**src/rtl/chess_render_pipe.sv**
```systemverilog
// Chess board / sprite renderer: ROM address generation, piece map, cursor blink, palette.
// Latency: inputs at cycle T give registered RGB/out_valid at T+2+ROM_LATENCY, one pixel per clock.
// Backpressure: none; the pipeline never stalls and every input cycle produces one output cycle.
//
// Ports: vga_clk/reset_n (sync, active-low); hcount/vcount/pix_valid/mode are the pixel stream;
// pm_wr_* writes one piece-map square; cursor_* places the highlighted square; *_rom_addr/*_q
// form the external ROM loop; vga_r/g/b/out_valid are the registered pixel output.
module chess_render_pipe #(
    parameter int SCREEN_WIDTH   = 640,
    parameter int SCREEN_HEIGHT  = 480,
    parameter int COLOR_DEPTH    = 8,
    parameter int TILE_SIZE      = 56,
    parameter int BOARD_ORIGIN_X = 16,
    parameter int BOARD_ORIGIN_Y = 16,
    parameter int ROM_LATENCY    = 1,
    parameter int BLINK_FRAMES   = 30
) (
    input  logic                   vga_clk,
    input  logic                   reset_n,
    input  logic [9:0]             hcount,
    input  logic [9:0]             vcount,
    input  logic                   pix_valid,
    input  logic [1:0]             mode,
    input  logic                   pm_wr_en,
    input  logic [2:0]             pm_wr_row,
    input  logic [2:0]             pm_wr_col,
    input  logic [3:0]             pm_wr_piece,
    input  logic                   cursor_en,
    input  logic [2:0]             cursor_row,
    input  logic [2:0]             cursor_col,
    output logic [18:0]            scr_rom_addr,
    input  logic [1:0]             title_q,
    input  logic [1:0]             player_q,
    input  logic [1:0]             board_q,
    output logic [18:0]            piece_rom_addr,
    input  logic [1:0]             piece_q,
    output logic [COLOR_DEPTH-1:0] vga_r,
    output logic [COLOR_DEPTH-1:0] vga_g,
    output logic [COLOR_DEPTH-1:0] vga_b,
    output logic                   out_valid
);

    localparam logic [10:0] BX0 = 11'(BOARD_ORIGIN_X);
    localparam logic [10:0] BX1 = 11'(BOARD_ORIGIN_X + 8 * TILE_SIZE);
    localparam logic [10:0] BY0 = 11'(BOARD_ORIGIN_Y);
    localparam logic [10:0] BY1 = 11'(BOARD_ORIGIN_Y + 8 * TILE_SIZE);
    localparam int          CW  = (BLINK_FRAMES > 2) ? $clog2(BLINK_FRAMES) : 1;

    localparam logic [3:0] BACK_W [8] = '{4'd0, 4'd1, 4'd2, 4'd3, 4'd4, 4'd2, 4'd1, 4'd0};
    localparam logic [3:0] BACK_B [8] = '{4'd6, 4'd7, 4'd8, 4'd9, 4'd10, 4'd8, 4'd7, 4'd6};

    // Per-pixel side information that travels alongside the ROM round trip.
    typedef struct packed {
        logic       vld;
        logic [1:0] mode;
        logic       hit;
        logic [3:0] idx;
        logic       cur;
        logic       blink;
    } meta_t;

    function automatic logic [3:0] pm_init(input int i);
        int r;
        int c;
        r = i / 8;
        c = i % 8;
        case (r)
            0:       pm_init = BACK_W[c];
            1:       pm_init = 4'd5;
            6:       pm_init = 4'd11;
            7:       pm_init = BACK_B[c];
            default: pm_init = 4'd15;
        endcase
    endfunction

    function automatic logic on_edge(input logic [9:0] r);
        on_edge = (r == 10'd0) || (r == 10'd1) ||
                  (r == 10'(TILE_SIZE - 2)) || (r == 10'(TILE_SIZE - 1));
    endfunction

    // Channels are 8-bit in the palette; rescale to the configured depth.
    function automatic logic [COLOR_DEPTH-1:0] scale(input logic [7:0] c);
        scale = COLOR_DEPTH'((32'(c) << COLOR_DEPTH) >> 8);
    endfunction

    logic [3:0]             pm_q [64];
    logic [1:0]             mode_q;
    logic [CW-1:0]          fcnt_q;
    logic                   blink_q;
    logic                   disp_blink_q;
    logic [18:0]            scr_addr_q, scr_addr_d;
    logic [18:0]            piece_addr_q, piece_addr_d;
    meta_t                  meta_q [0:ROM_LATENCY];
    meta_t                  meta_d;
    meta_t                  mo;
    logic [COLOR_DEPTH-1:0] r_q, g_q, b_q, r_d, g_d, b_d;
    logic                   vld_q;

    logic       frame_start;
    logic [1:0] eff_mode;
    logic       eff_blink;
    logic [9:0] off_x, off_y, rel_x, rel_y;
    logic [2:0] tile_col, tile_row;
    logic       board_hit;
    logic [3:0] idx;
    logic       cur_hit;
    logic       sprite;
    logic [2:0] pal_idx;
    logic [23:0] rgb;

    assign frame_start = pix_valid && (hcount == 10'd0) && (vcount == 10'd0);
    // The frame-start pixel already belongs to the new frame, so it sees the incoming mode.
    assign eff_mode    = frame_start ? mode : mode_q;
    // The displayed blink phase is the one in force when the frame began.
    assign eff_blink   = frame_start ? blink_q : disp_blink_q;

    assign off_x    = hcount - 10'(BOARD_ORIGIN_X);
    assign off_y    = vcount - 10'(BOARD_ORIGIN_Y);
    assign tile_col = 3'(off_x / 10'(TILE_SIZE));
    assign tile_row = 3'(off_y / 10'(TILE_SIZE));
    assign rel_x    = off_x % 10'(TILE_SIZE);
    assign rel_y    = off_y % 10'(TILE_SIZE);

    // Squares lying beyond the visible area never count as hits.
    assign board_hit = ({1'b0, hcount} >= BX0) && ({1'b0, hcount} < BX1) &&
                       ({1'b0, vcount} >= BY0) && ({1'b0, vcount} < BY1) &&
                       ({1'b0, hcount} < 11'(SCREEN_WIDTH)) &&
                       ({1'b0, vcount} < 11'(SCREEN_HEIGHT));

    // Reads see the pre-write contents when a write targets the same square.
    assign idx     = pm_q[{tile_row, tile_col}];
    assign cur_hit = cursor_en && board_hit && (tile_row == cursor_row) &&
                     (tile_col == cursor_col) && (on_edge(rel_x) || on_edge(rel_y));
    assign sprite  = (eff_mode == 2'b11) && board_hit && (idx < 4'd12);

    assign scr_addr_d   = 19'(vcount) * 19'(SCREEN_WIDTH) + 19'(hcount);
    assign piece_addr_d = sprite ? (19'(idx) * 19'(TILE_SIZE * TILE_SIZE) +
                                    19'(rel_y) * 19'(TILE_SIZE) + 19'(rel_x)) : 19'd0;

    always_comb begin
        meta_d       = '0;
        meta_d.vld   = pix_valid;
        meta_d.mode  = eff_mode;
        meta_d.hit   = board_hit;
        meta_d.idx   = idx;
        meta_d.cur   = cur_hit;
        meta_d.blink = eff_blink;
    end

    assign mo = meta_q[ROM_LATENCY];

    always_comb begin
        pal_idx = 3'd0;
        case (mo.mode)
            2'b00:   pal_idx = {1'b0, title_q};
            2'b01:   pal_idx = {1'b0, player_q};
            2'b10:   pal_idx = {1'b0, board_q};
            default: pal_idx = (mo.hit && (mo.idx < 4'd12) && (piece_q != 2'd0)) ?
                               {1'b0, piece_q} : {1'b0, board_q};
        endcase
        if (mo.cur && mo.blink && mo.mode[1])
            pal_idx = 3'd4;
        case (pal_idx)
            3'd0:    rgb = 24'hEEEED2;
            3'd1:    rgb = 24'h69923E;
            3'd2:    rgb = 24'h4B4847;
            3'd3:    rgb = 24'hFFFFFF;
            default: rgb = 24'hF6F669;
        endcase
        r_d = mo.vld ? scale(rgb[23:16]) : '0;
        g_d = mo.vld ? scale(rgb[15:8])  : '0;
        b_d = mo.vld ? scale(rgb[7:0])   : '0;
    end

    always_ff @(posedge vga_clk) begin
        if (!reset_n) begin
            for (int i = 0; i < 64; i++) pm_q[i] <= pm_init(i);
            for (int i = 0; i <= ROM_LATENCY; i++) meta_q[i] <= '0;
            mode_q       <= 2'b00;
            fcnt_q       <= '0;
            blink_q      <= 1'b0;
            disp_blink_q <= 1'b0;
            scr_addr_q   <= '0;
            piece_addr_q <= '0;
            r_q          <= '0;
            g_q          <= '0;
            b_q          <= '0;
            vld_q        <= 1'b0;
        end else begin
            if (pm_wr_en)
                pm_q[{pm_wr_row, pm_wr_col}] <= pm_wr_piece;
            if (frame_start) begin
                mode_q       <= mode;
                disp_blink_q <= blink_q;
                if (fcnt_q == CW'(BLINK_FRAMES - 1)) begin
                    fcnt_q  <= '0;
                    blink_q <= ~blink_q;
                end else begin
                    fcnt_q  <= fcnt_q + 1'b1;
                end
            end
            meta_q[0] <= meta_d;
            for (int i = 1; i <= ROM_LATENCY; i++) meta_q[i] <= meta_q[i-1];
            scr_addr_q   <= scr_addr_d;
            piece_addr_q <= piece_addr_d;
            r_q          <= r_d;
            g_q          <= g_d;
            b_q          <= b_d;
            vld_q        <= mo.vld;
        end
    end

    assign scr_rom_addr   = scr_addr_q;
    assign piece_rom_addr = piece_addr_q;
    assign vga_r          = r_q;
    assign vga_g          = g_q;
    assign vga_b          = b_q;
    assign out_valid      = vld_q;

endmodule

```
**config.mk**
```make
export PLATFORM = sky130hd
export DESIGN_NAME = chess_render_pipe
export DESIGN_NICKNAME = d
export VERILOG_FILES = /design/src/rtl/chess_render_pipe.sv
export SDC_FILE = /design/constraint.sdc
export NUM_CORES = 1
export LEC_CHECK = 0
export BUFFER_PORTS_ARGS = -buffer_cell sky130_fd_sc_hd__buf_2
export CAP_MARGIN = 20
export CELL_PAD_IN_SITES_DETAIL_PLACEMENT = 0
export CELL_PAD_IN_SITES_GLOBAL_PLACEMENT = 1
export CORE_MARGIN = 8
export CORE_UTILIZATION = 35
export DETAILED_ROUTE_END_ITERATION = 7
export PLACE_DENSITY_LB_ADDON = 0.15
export SLEW_MARGIN = 20
export SYNTH_ARGS = -nofsm -noshare
export SYNTH_HDL_FRONTEND = slang
export SYNTH_SLANG_ARGS = --single-unit
```
**constraint.sdc**
```tcl
create_clock -name vga_clk -period 8.4 [get_ports vga_clk]
set_input_delay 1.68 -clock vga_clk [delete_from_list [all_inputs] [get_ports vga_clk]]
set_output_delay 1.68 -clock vga_clk [all_outputs]
set_load 0.005 [all_outputs]
```
==> results.txt, run 1 <==
----------------------------------------------------
[Place]
  Worst setup slack before clock tree synthesis ... -0.0458 ns
  Weighted congestion at the end of routability-driven global placement ... between 0.8 and 0.9
  Post-detailed-placement half-perimeter wirelength ... 40.5 mm
  # port buffers ... 112

[Timing]
  Max-slew violation total from the final report ... 0
  Max-slew headroom at the worst pin ... 31.8%
  Worst slew pin tran ... 1.02 ns
  Setup slack of the critical path after layout ... ~0.67 ns
  Final period utilization ... 92.0%
  Total of endpoints with negative setup slack in the final report ... 0
  Worst-case hold slack ... 0.433 ns
  RSZ-0062 raised after global routing ... no
  Top achievable clock speed ... 129 MHz
  Largest clock skew in the final design ... 0.0167 ns
  Final Hold Fails ... 0
  Post-route minimum period ... 7.73 ns

[Global routing]
  First-pass GRT wire length ... 90.6 mm
  Remaining global-route overflow ... 0
  Initial antenna violation count ... 1
  Total Routing Usage GR ... 18.3%
  Number of global-route vias before repair ... between 10000 and 15000
  Pin count of the biggest net entering global routing ... 65

[Cells and area]
  Share of cells above drive strength 1 ... 15.1%
  Area growth syn-to-layout ... 13.6%
  Net count, final ... 2090

[Drt]
  Met3 routed WL ... 3.00 mm
  Overall via count from detail_route ... around 15000
  Post-DRT Antenna Nets ... 0
  DRC ... 0
  Met2 WL ... 27.6 mm
  Routed metal-1 wirelength ... roughly 27 mm
  DR iter-0 viols ... 970
  Number of search-and-repair iterations in the first detailed-routing pass ... 6
  Top Layer Used ... met4
  DR WL/cell ... 21.6 um
  Avg Vias per Cell ... approximately 5.4
  Total wire length after detailed routing ... 59.1 mm

[Clock tree]
  CTS tree ... built
  Count of clock tree sinks ... 329
  Number of buffers inserted by hold repair at cts ... 0
  Clock transition at the registers of the reported paths ... 0.06 ns
  Setup fix buffers added after clock tree synthesis ... 0
  Num CTS Buffers ... 40
  Buffer depth of the longest clock path ... 3
  H-tree levels ... 2
  Clock latency of the later-clocked register in the worst-skew pair ... 0.57 ns
  Library cell used as clock root buffer ... clkbuf_16

[Min path]
  HP Class ... register to register

[Floorplan]
  Die ar. ... 63300 sq um
  Total core area ... 55000 sq um
  Horiz. Die Dim ... 252 um
  Row count ... between 80 and 90
  Die height ... 252 um
  Number of top-level pins ... 114
  Initial core utilization ... 35.3%

[Critical path]
  Kind of cell adding the most delay to the critical path ... compound AO/OA/AOI/OAI gates
  CP startpoint kind ... input pin
  Sort of element at the end of the critical path ... register
  Cell type of the slowest stage on the worst timing path ... fa_1
  Buffering stage count on the worst path with inverters included ... 6
  Delay of the slowest critical-path stage ... approximately 0.52 ns
  Required time reported for the critical path endpoint ... 8.84 ns
  Crit path top cell by count ... inv_1
  Maximum fanout along the worst path ... 10
  CP Data Arrival Time ... roughly 8.2 ns
  Kind of critical path ... input pin to register

[Synth]
  Post-Syn Area ... just under 20000 sq um
  Sequential cell area fraction in the yosys report ... a little under half
  Ys async rst share ... 0%
  Synth unique cells ... between 90 and 100
  Dominant register cell in the synthesized netlist ... edfxtp_1
  Number of flops mapped to enable cells by yosys ... 256
  Register bit count reported by yosys ... ~330
  Post-synthesis cell count ... between 1500 and 2000
  Avg Cell Area, Syn ... 10.3 sq um
  Yosys warning total ... 0

[Pwr]
  Power per cell area ... between 200 and 300 nW/um^2
  Peak supply drop ... about 0.00016 V
  Standby leakage power ... around 0.0087 uW
  Final Power ... 5790 uW

[Job]
  Max Cap Viol ... 0

[Run status]
  Result of the run ... finished clean

----------------------------------------------------
==> synthesized netlist by cell type (all sizes together), types with 31 or more instances <==
library cell	instances	share of area, %
a21oi	55	1.4
and3	99	3.2
buf	62	2.1
clkbuf	114	2.2
dfxtp	73	7.5
edfxtp	256	40
ha	76	4.9
inv	64	1.2
mux2i	94	4.8
nand2	156	3.0
nand3	34	0.90
nor2	96	1.9
nor3	31	0.88
o21ai	97	2.6
or3	199	6.4
xnor2	40	1.9
==> layout make-up <==
| type | instances | area [sq um] |
|---|---|---|
| fill | 5430 | 32900 |
| multi-input combinational | 1333 | 9280 |
| sequential | 329 | 9150 |
| timing repair buffer | 183 | 1160 |
| clock buffer | 49 | 1090 |
| tap | 748 | 936 |
| inverter | 65 | 244 |
| clock inverter | 25 | 214 |
| antenna | 2 | 5.00 |
==> cell usage in the layout (no fill, tap or decap), drive strengths merged, types with 24 or more instances in the layout <==
cell type / n
and3: 99
or3: 199
xor2: 24
ha: 76
inv: 65
a21oi: 55
edfxtp: 256
nand3: 34
nand2: 156
buf: 183
nor3: 31
clkbuf: 49
mux2i: 94
dfxtp: 73
o21ai: 97
xnor2: 40
nor2: 96
==> per-stage QoR <==
step / TNS (ns) / cell area, sq um / std cells / utilization (%)
2_1_floorplan: 0 / 19500 / 1903 / -
3_3_place_gp: 0 / 20700 / 2658 / 37.7
3_5_place_dp: -0.0458 / 20700 / 2658 / 37.7
4_1_cts: 0 / 22100 / 2732 / 40.1
5_1_grt: 0 / 22100 / 2732 / 40.1
6_report: 0 / 22100 / 2734 / 40.1
==> path summary, 6_finish.rpt <==
| check | from | end | slack (ns) | cells after the start |
|---|---|---|---|---|
| worst max-delay path | vcount[5] | piece_rom_addr[16] | 0.67 | 31 |
| worst min-delay path | meta_q[0][6] | meta_q[0][16] | 0.43 | 1 |
| worst max register to register | pm_q[60][3] | piece_rom_addr[16] | 3.64 | 16 |
| worst min register to register | meta_q[0][6] | meta_q[0][16] | 0.43 | 1 |
==> report_power, final <==
| part | internal, uW | total (uW) | switching, uW |
|---|---|---|---|
| Clock | 991 | 1710 | 718 |
| Sequential | 1830 | 1860 | 27.0 |
| Combinational | 942 | 2220 | 1280 |
==> layer usage <==
metal,track usage (%),vias to the layer above
met5,0,-
met4,5.60,0
met3,2.64,85
met2,30.4,340
met1,24.6,7192
li1,-,7057
==> state kept, by name (all words and copies together), names as in the netlist <==
register / cells
piece_rom_addr: 18
meta_q: 15
vga_b: 3
scr_rom_addr: 19
vga_g: 3
mode_q: 1
blink_q: 1
pm_q: 256
out_valid: 1
vga_r: 7
fcnt_q: 5
==> kinds of logic (layout without fill, tap and decap cells) <==
logic type,count (synthesis),after routing,share of synthesized area (%)
flip-flops,329,329,47.1
buffers and inverters,241,322,5.57
multiplexers,111,111,5.83
XOR/XNOR,64,64,3.06
AND/OR/NAND/NOR,714,714,20.0
other,2,17,0.0387
AO/OA/AOI/OAI,340,340,12.3
adder cells (fa/ha/maj),89,89,6.13
==> timing repair <==
action | in CTS | in global routing
hold endpoints to repair | 0 | 0
setup endpoints to repair | 0 | 1
gates resized for setup | 0 | 2
No activity file was read; power rests on OpenSTA's default activity.
==> run 2: changes to the inputs <==
--- a/config.mk
+++ b/config.mk
@@ -5,12 +5,13 @@
 export SDC_FILE = /design/constraint.sdc
 export NUM_CORES = 1
 export LEC_CHECK = 0
+export ABC_AREA = 1
 export BUFFER_PORTS_ARGS = -buffer_cell sky130_fd_sc_hd__buf_2
 export CAP_MARGIN = 20
 export CELL_PAD_IN_SITES_DETAIL_PLACEMENT = 0
 export CELL_PAD_IN_SITES_GLOBAL_PLACEMENT = 1
 export CORE_MARGIN = 8
-export CORE_UTILIZATION = 35
+export CORE_UTILIZATION = 42
 export DETAILED_ROUTE_END_ITERATION = 7
 export PLACE_DENSITY_LB_ADDON = 0.15
 export SLEW_MARGIN = 20
==> run 2 against run 1 <==
  * Non-clock buffer count shrank 39
  * Clock skew grew 0.0028 ns
  * Worst setup slack worse by 0.053 ns
  * Critical path depth rose by 19
  * Register-to-register slack better by 0.81 ns
  * Maximum frequency shrank 0.68%
  * Flip-flop and latch count is the same
  * Hold slack got worse by 0.025 ns
  * Total power rose by 5.7%
  * Largest power group unchanged
==> results.txt, run 2 <==
----------------------------------------------------
[Run status]
  Result of the run ... finished clean

[Critical path]
  Launching point of the worst reg2reg path ... pm_q[23][0]
  Maximum fanout along the worst path ... 9 (-1)
  Cell type of the slowest stage on the worst timing path ... fa_1
  Buffering stage count on the worst path with inverters included ... 11 (+5)
  Source of the critical timing path ... vcount[4]
  CP startpoint kind ... input pin
  CP Data Arrival Time ... 8.22 ns (+0.05 ns)
  Kind of cell adding the most delay to the critical path ... simple AND/OR/NAND/NOR gates
  Kind of critical path ... input pin to register
  Sort of element at the end of the critical path ... register
  Delay of the slowest critical-path stage ... 0.50 ns (-0.02 ns)
  Crit path top cell by count ... nand2_1
  Required time reported for the critical path endpoint ... 8.84 ns (about the same)

[Floorplan]
  Number of top-level pins ... 114 (unchanged)
  Total core area ... 43800 sq um (-20%)
  Horiz. Die Dim ... 226 um (-10%)
  Initial core utilization ... 42.2% (+6.9 points)
  Die height ... 226 um (-10%)
  Die ar. ... 51100 sq um (-19%)
  Row count ... 77 (-10%)

[Synth]
  Ys async rst share ... 0% (unchanged)
  Number of flops mapped to enable cells by yosys ... 256 (unchanged)
  Dominant register cell in the synthesized netlist ... edfxtp_1
  Yosys warning total ... 0 (unchanged)
  Area contributors post-synth ... edfxtp_1 42%, nand2_1 12%, dfxtp_1 7.9%, inv_1 6.5%, ha_1 5.1%
  Synth unique cells ... 51 (-46%)
  Post-synthesis cell count ... 2267 (+20%)
  Count leader, synth ... nand2_1
  Cell type contributing the most total cell area after synthesis ... edfxtp_1
  Avg Cell Area, Syn ... 8.17 sq um (-21%)
  Register bit count reported by yosys ... 329 (unchanged)
  Share of the synthesized area in the top cell type ... 41.5% (+1.9 points)
  Sequential cell area fraction in the yosys report ... 49.4% (+2.3 points)
  Post-Syn Area ... 18500 sq um (-4.6%)
  Cell types with the highest counts after synthesis ... 604 x nand2_1, 323 x inv_1, 256 x edfxtp_1

[Timing]
  Final Hold Fails ... 0 (unchanged)
  Total of endpoints with negative setup slack in the final report ... 0 (unchanged)
  Final period utilization ... 92.7% (+0.63 points)
  Max-slew headroom at the worst pin ... 26.3% (-5.5 points)
  Top achievable clock speed ... 128 MHz (-0.68%)
  Largest clock skew in the final design ... 0.0196 ns (+0.00281 ns)
  Post-route minimum period ... 7.78 ns (+0.0528 ns)
  Max-slew violation total from the final report ... 0 (unchanged)
  Worst slew pin tran ... 1.10 ns (+0.0871 ns)

[Drt]
  Total wire length after detailed routing ... 51.3 mm (-13%)
  DR iter-0 viols ... 903 (-6.9%)
  Avg Vias per Cell ... 5.05 (-5.8%)
  Post-DRT Antenna Nets ... 0 (unchanged)
  DRC ... 0 (unchanged)
  Number of search-and-repair iterations in the first detailed-routing pass ... 5 (-1)
  Overall via count from detail_route ... 15000 (+2.1%)
  DR WL/cell ... 17.3 um (-20%)

[Min path]
  HP Class ... register to register
  Hold path startpoint ... meta_q[0][5]

[Cells and area]
  Commonest cells after routing, fill and taps aside ... 603 x nand2_1, 323 x inv_1, 256 x edfxtp_1
  Most frequent standard cell in the layout excluding fill and tap cells ... nand2_1
  Share of cells above drive strength 1 ... 10.3% (-4.8 points)
  ANT cells ... 0 (-2)
  Area growth syn-to-layout ... 13.2%
  Post-layout utilization of the core ... 47.8% (+7.7 points)
  Biggest register ... pm_q
  Net count, final ... 2483 (+19%)
  Max reg flops ... 256 (unchanged)
  Post-route cell area ... 21000 sq um (-5.0%)

[Pwr]
  Peak supply drop ... 0.000177 V (+14%)
  Power per cell area ... 292 nW/um^2 (+11%)
  Standby leakage power ... 0.00947 uW (+9.4%)

[Clock tree]
  Count of clock tree sinks ... 329 (unchanged)
  Clock transition at the registers of the reported paths ... 0.06 ns (about the same)
  Number of buffers inserted by hold repair at cts ... 0 (unchanged)
  H-tree levels ... 2 (unchanged)
  Buffer depth of the longest clock path ... 3 (unchanged)
  Clock latency of the later-clocked register in the worst-skew pair ... 0.55 ns (-0.02 ns)
  CTS tree ... built
  Library cell used as clock root buffer ... clkbuf_16
  Setup fix buffers added after clock tree synthesis ... 0 (unchanged)
  Num CTS Buffers ... 37 (-7.5%)

[Global routing]
  First-pass GRT wire length ... 79.5 mm (-12%)
  Number of global-route vias before repair ... 14600 (-1.8%)
  Initial antenna violation count ... 0 (-1)
  Remaining global-route overflow ... 0 (unchanged)
  Pin count of the biggest net entering global routing ... 65 (unchanged)
  Total Routing Usage GR ... 20.1% (+1.7 points)

[Place]
  Post-detailed-placement half-perimeter wirelength ... 34.4 mm (-15%)
  # port buffers ... 112 (unchanged)
  Weighted congestion at the end of routability-driven global placement ... 0.844 (-0.82%)
  DP Area ... 19700 sq um (-5.1%)

[Job]
  Max Cap Viol ... 0 (unchanged)

----------------------------------------------------
-- run 2: changes by cell type after synthesis, moves of 93 or more --
cell | previous run | this run
inv_1 | 64 | 323
mux2i_1 | 94 | 1
nand3_1 | 33 | 190
and3_1 | 99 | 1
nand2_1 | 156 | 604
or3_1 | 198 | 0
nor2_1 | 94 | 226
-- run 2: cell families after synthesis --
family / share of synthesized area (%)
flip-flops: 49.4
AO/OA/AOI/OAI: 7.13
buffers and inverters: 9.76
XOR/XNOR: 1.27
multiplexers: 0.0540
AND/OR/NAND/NOR: 26.0
adder cells (fa/ha/maj): 6.32
other: 0.0406
-- run 2: through the flow --
| stage | hold slack [ns] | instances | power [uW] | setup WS (ns) | setup TNS [ns] |
|---|---|---|---|---|---|
| 6_report | 0.408 | 2964 | 6120 | 0.617 | 0 |
| 5_1_grt | 0.422 | 2964 | 6630 | -0.0268 | -0.0268 |
| 4_1_cts | 0.413 | 2964 | 6160 | 0.477 | 0 |
| 3_5_place_dp | 0.401 | 2898 | 4510 | -0.0872 | -0.0872 |
| 3_3_place_gp | 0.397 | 2898 | 4480 | 0.164 | 0 |
| 2_1_floorplan | 0.390 | 2280 | 3820 | 0.775 | 0 |
-- run 2: final cells by class --
class                   count  area, sq um
clock buffers              51         1030
clock inverters            15          183
fillers                  4278        22900
inverters                 335         1260
multi-input cells        1498         7690
flip-flops and latches    329         9150
well taps                 592          741
repair buffers            144          903
-- run 2: worst paths after layout --
kind                                            to  slack (ns)  cells after the start
worst max register to register  piece_rom_addr[15]        4.45                     29
worst max-delay path            piece_rom_addr[16]        0.62                     50
worst min-delay path                 meta_q[0][15]        0.41                      2
worst min register to register       meta_q[0][15]        0.41                      2
-- run 2: report_power, final --
| part | switching [uW] | internal (uW) | total (uW) |
|---|---|---|---|
| Clock | 660 | 985 | 1640 |
| Sequential | 20.7 | 1830 | 1850 |
| Combinational | 1680 | 938 | 2620 |
| Total | 2360 | 3760 | 6120 |
-- run 2: tightest hold or removal path, cell delays in order (launching register included) --
cell	delay, ns
dfxtp_1	0.30
nand2_1	0.04
inv_1	0.04
-- run 2: metal layers --
metal,vias to the layer above,part of all wire (%),track usage (%)
met3,67,5.1,2.99
li1,7466,-,-
met2,376,49,35.3
met1,7073,44,25.3
met4,0,2.1,5.85
met5,-,0,0
-- run 2: what timing repair did --
| item | 4_1_cts | 5_1_grt |
|---|---|---|
| resized for setup | 0 | 12 |
| setup endpoints to repair | 0 | 3 |
| hold endpoints to repair | 0 | 0 |
==> run 3: changes to the inputs <==
--- a/config.mk
+++ b/config.mk
@@ -5,13 +5,12 @@
 export SDC_FILE = /design/constraint.sdc
 export NUM_CORES = 1
 export LEC_CHECK = 0
-export ABC_AREA = 1
 export BUFFER_PORTS_ARGS = -buffer_cell sky130_fd_sc_hd__buf_2
 export CAP_MARGIN = 20
 export CELL_PAD_IN_SITES_DETAIL_PLACEMENT = 0
 export CELL_PAD_IN_SITES_GLOBAL_PLACEMENT = 1
 export CORE_MARGIN = 8
-export CORE_UTILIZATION = 42
+export CORE_UTILIZATION = 44
 export DETAILED_ROUTE_END_ITERATION = 7
 export PLACE_DENSITY_LB_ADDON = 0.15
 export SLEW_MARGIN = 20
==> run 3 against run 2 <==
  * Design area grew 4.2%
  * Non-clock buffer count grew 33
  * Sequential share of layout area shrank 1.8 points
  * Combinational power shrank 18%
  * Total power shrank 6.7%
  * Flip-flop and latch count is the same
  * Worst setup slack lost 0.0012 ns
  * Utilization grew 1.9 points
  * Die area is essentially flat
  * Largest power group unchanged
==> results.txt, run 3 (synthesized netlist as in run 1, its figures left out) <==
----------------------------------------------------
[Global routing]
  Initial antenna violation count ... 0 (unchanged)
  Pin count of the biggest net entering global routing ... 66 (+1.5%)
  Remaining global-route overflow ... 0 (unchanged)
  Number of global-route vias before repair ... 14600 (+0.21%)
  Total Routing Usage GR ... 21.5% (+1.5 points)
  First-pass GRT wire length ... 85.4 mm (+7.4%)

[Critical path]
  Worst R2R Path Depth ... 16 (-45%)
  Cell type of the slowest stage on the worst timing path ... fa_1
  CP startpoint kind ... input pin
  Capturing element of the worst setup path ... piece_rom_addr[16]
  Endpoint of the worst-slack reg-to-reg timing path ... piece_rom_addr[16]
  Source of the critical timing path ... hcount[5]
  Required time reported for the critical path endpoint ... 8.82 ns (-0.02 ns)
  Delay of the slowest critical-path stage ... 0.53 ns (+0.03 ns)
  Crit path top cell by count ... a21oi_1
  Flop2flop setup slack ... 3.62 ns (-0.83 ns)
  Launching point of the worst reg2reg path ... pm_q[60][3]
  Maximum fanout along the worst path ... 13 (+4)
  Kind of critical path ... input pin to register
  Sort of element at the end of the critical path ... register
  CP Data Arrival Time ... 8.21 ns (about the same)

[Timing]
  Worst slew pin tran ... 1.02 ns (-0.0853 ns)
  Final period utilization ... 92.7% (about the same)
  Total of endpoints with negative setup slack in the final report ... 0 (unchanged)
  Final Hold Fails ... 0 (unchanged)
  Largest clock skew in the final design ... 0.0278 ns (+0.00823 ns)
  RSZ-0062 raised after global routing ... no
  Post-route minimum period ... 7.78 ns (+0.00116 ns)
  Setup Total Neg Slack ... 0 ns (unchanged)
  Max-slew headroom at the worst pin ... 31.7% (+5.4 points)
  Top achievable clock speed ... 128 MHz (about the same)
  Max-slew violation total from the final report ... 0 (unchanged)

[Floorplan]
  Total core area ... 43900 sq um (+0.22%)
  Die height ... 226 um (about the same)
  Die ar. ... 51100 sq um (about the same)
  Row count ... 77 (unchanged)
  Initial core utilization ... 44.2% (+2.0 points)
  Number of top-level pins ... 114 (unchanged)
  Horiz. Die Dim ... 226 um (about the same)

[Clock tree]
  Library cell used as clock root buffer ... clkbuf_16
  H-tree levels ... 2 (unchanged)
  Count of clock tree sinks ... 329 (unchanged)
  Setup fix buffers added after clock tree synthesis ... 0 (unchanged)
  Count of cells resized by post-cts repair ... 0 (unchanged)
  Clock transition at the registers of the reported paths ... 0.06 ns (about the same)
  Clock latency of the later-clocked register in the worst-skew pair ... 0.57 ns (+0.02 ns)
  Num CTS Buffers ... 38 (+2.7%)
  CTS tree ... built
  Number of buffers inserted by hold repair at cts ... 0 (unchanged)
  Buffer depth of the longest clock path ... 3 (unchanged)

[Min path]
  HP Class ... register to register
  Hold path startpoint ... meta_q[0][6]

[Cells and area]
  Biggest register ... pm_q
  Most frequent standard cell in the layout excluding fill and tap cells ... edfxtp_1
  Share of cells above drive strength 1 ... 14.7% (+4.5 points)
  Net count, final ... 2082 (-16%)
  Sequential cell area in the final layout ... 9150 sq um (unchanged)
  ANT cells ... 0 (unchanged)
  Max reg flops ... 256 (unchanged)
  Commonest cells after routing, fill and taps aside ... 256 x edfxtp_1, 198 x or3_1, 153 x nand2_1
  Area growth syn-to-layout ... 12.5%
  Post-layout utilization of the core ... 49.7% (+1.9 points)
  Number of fill cells ... 4115 (-3.8%)
  Area occupied by multi-input gates ... 9270 sq um (+21%)

[Pwr]
  Final Power ... 5710 uW (-6.7%)
  Peak supply drop ... 0.000221 V (+24%)
  Standby leakage power ... 0.00863 uW (-8.8%)
  Power per cell area ... 261 nW/um^2 (-10%)

[Drt]
  Post-DRT Antenna Nets ... 0 (unchanged)
  Avg Vias per Cell ... 5.82 (+15%)
  Number of search-and-repair iterations in the first detailed-routing pass ... 5 (unchanged)
  DR WL/cell ... 21.9 um (+26%)
  Total wire length after detailed routing ... 56.1 mm (+9.4%)
  Overall via count from detail_route ... 14900 (-0.43%)
  DR iter-0 viols ... 1186 (+31%)
  DRC ... 0 (unchanged)

[Place]
  Weighted congestion at the end of routability-driven global placement ... 0.886 (+5.0%)
  Post-detailed-placement half-perimeter wirelength ... 37.2 mm (+8.2%)
  # port buffers ... 112 (unchanged)

[Job]
  Max Cap Viol ... 0 (unchanged)

[Run status]
  Result of the run ... finished clean

----------------------------------------------------
run 3: cell count changes in the layout (fill, tap and decap cells not counted), moves of 42 or more:
cell      delta
mux2i_1     +93
nand2_1    -450
nand3_1    -155
or3_1      +198
nor2_1     -133
nand3b_1    -42
inv_1      -259
o21ai_1     -47
and3_1      +98
run 3: where the power goes:
group	switching (uW)	leakage (uW)	internal (uW)
combinational	1250	0.00487	894
sequential	25.2	0.00314	1830
clock	708	0.000623	996
run 3: layout make-up:
class,count,share of cell area [%]
Clock buffer,50,4.90
Clock inverter,19,0.905
Inverter,65,1.12
Multi-Input combinational cell,1333,42.4
Sequential cell,329,41.9
Tap cell,592,3.39
Timing Repair Buffer,177,5.37
run 3: metal layers:
metal  global-route usage, %  wire length, um  up-vias
met4                    7.23             1550        0
met3                    3.09             3910       84
li1                        -                -     7048
met2                    36.1            26300      520
met5                       0                0        -
met1                    28.4            24400     7266
run 3: through the flow:
step / setup slack, ns / instances / cell area, sq um / hold WS [ns]
floorplan: 0.371 / 1903 / 19500 / 0.412
global placement: 0.108 / 2496 / 20600 / 0.428
detailed placement: 0.0228 / 2496 / 20600 / 0.444
CTS: 0.598 / 2565 / 21800 / 0.461
global route: 0.205 / 2565 / 21800 / 0.482
finish: 0.616 / 2565 / 21800 / 0.452
run 3: how the worst min path moves through the flow:
stage | cells after the start | to | slack [ns]
after CTS | 1 | meta_q[0][16] | 0.46
final | 1 | meta_q[0][16] | 0.45
after global placement | 1 | meta_q[0][16] | 0.43
after global routing | 1 | meta_q[0][15] | 0.48
after floorplan | 1 | meta_q[0][11] | 0.41
after detailed placement | 1 | meta_q[0][16] | 0.44
run 3: critical path, delay by kind of cell:
kind                     cells  cell delay [ns]
AO/OA/AOI/OAI               14             3.00
XOR/XNOR                     1             0.14
adder cells (fa/ha/maj)      3             1.17
buffers and inverters        5             0.70
multiplexers                 1             0.28
AND/OR/NAND/NOR              6             1.22
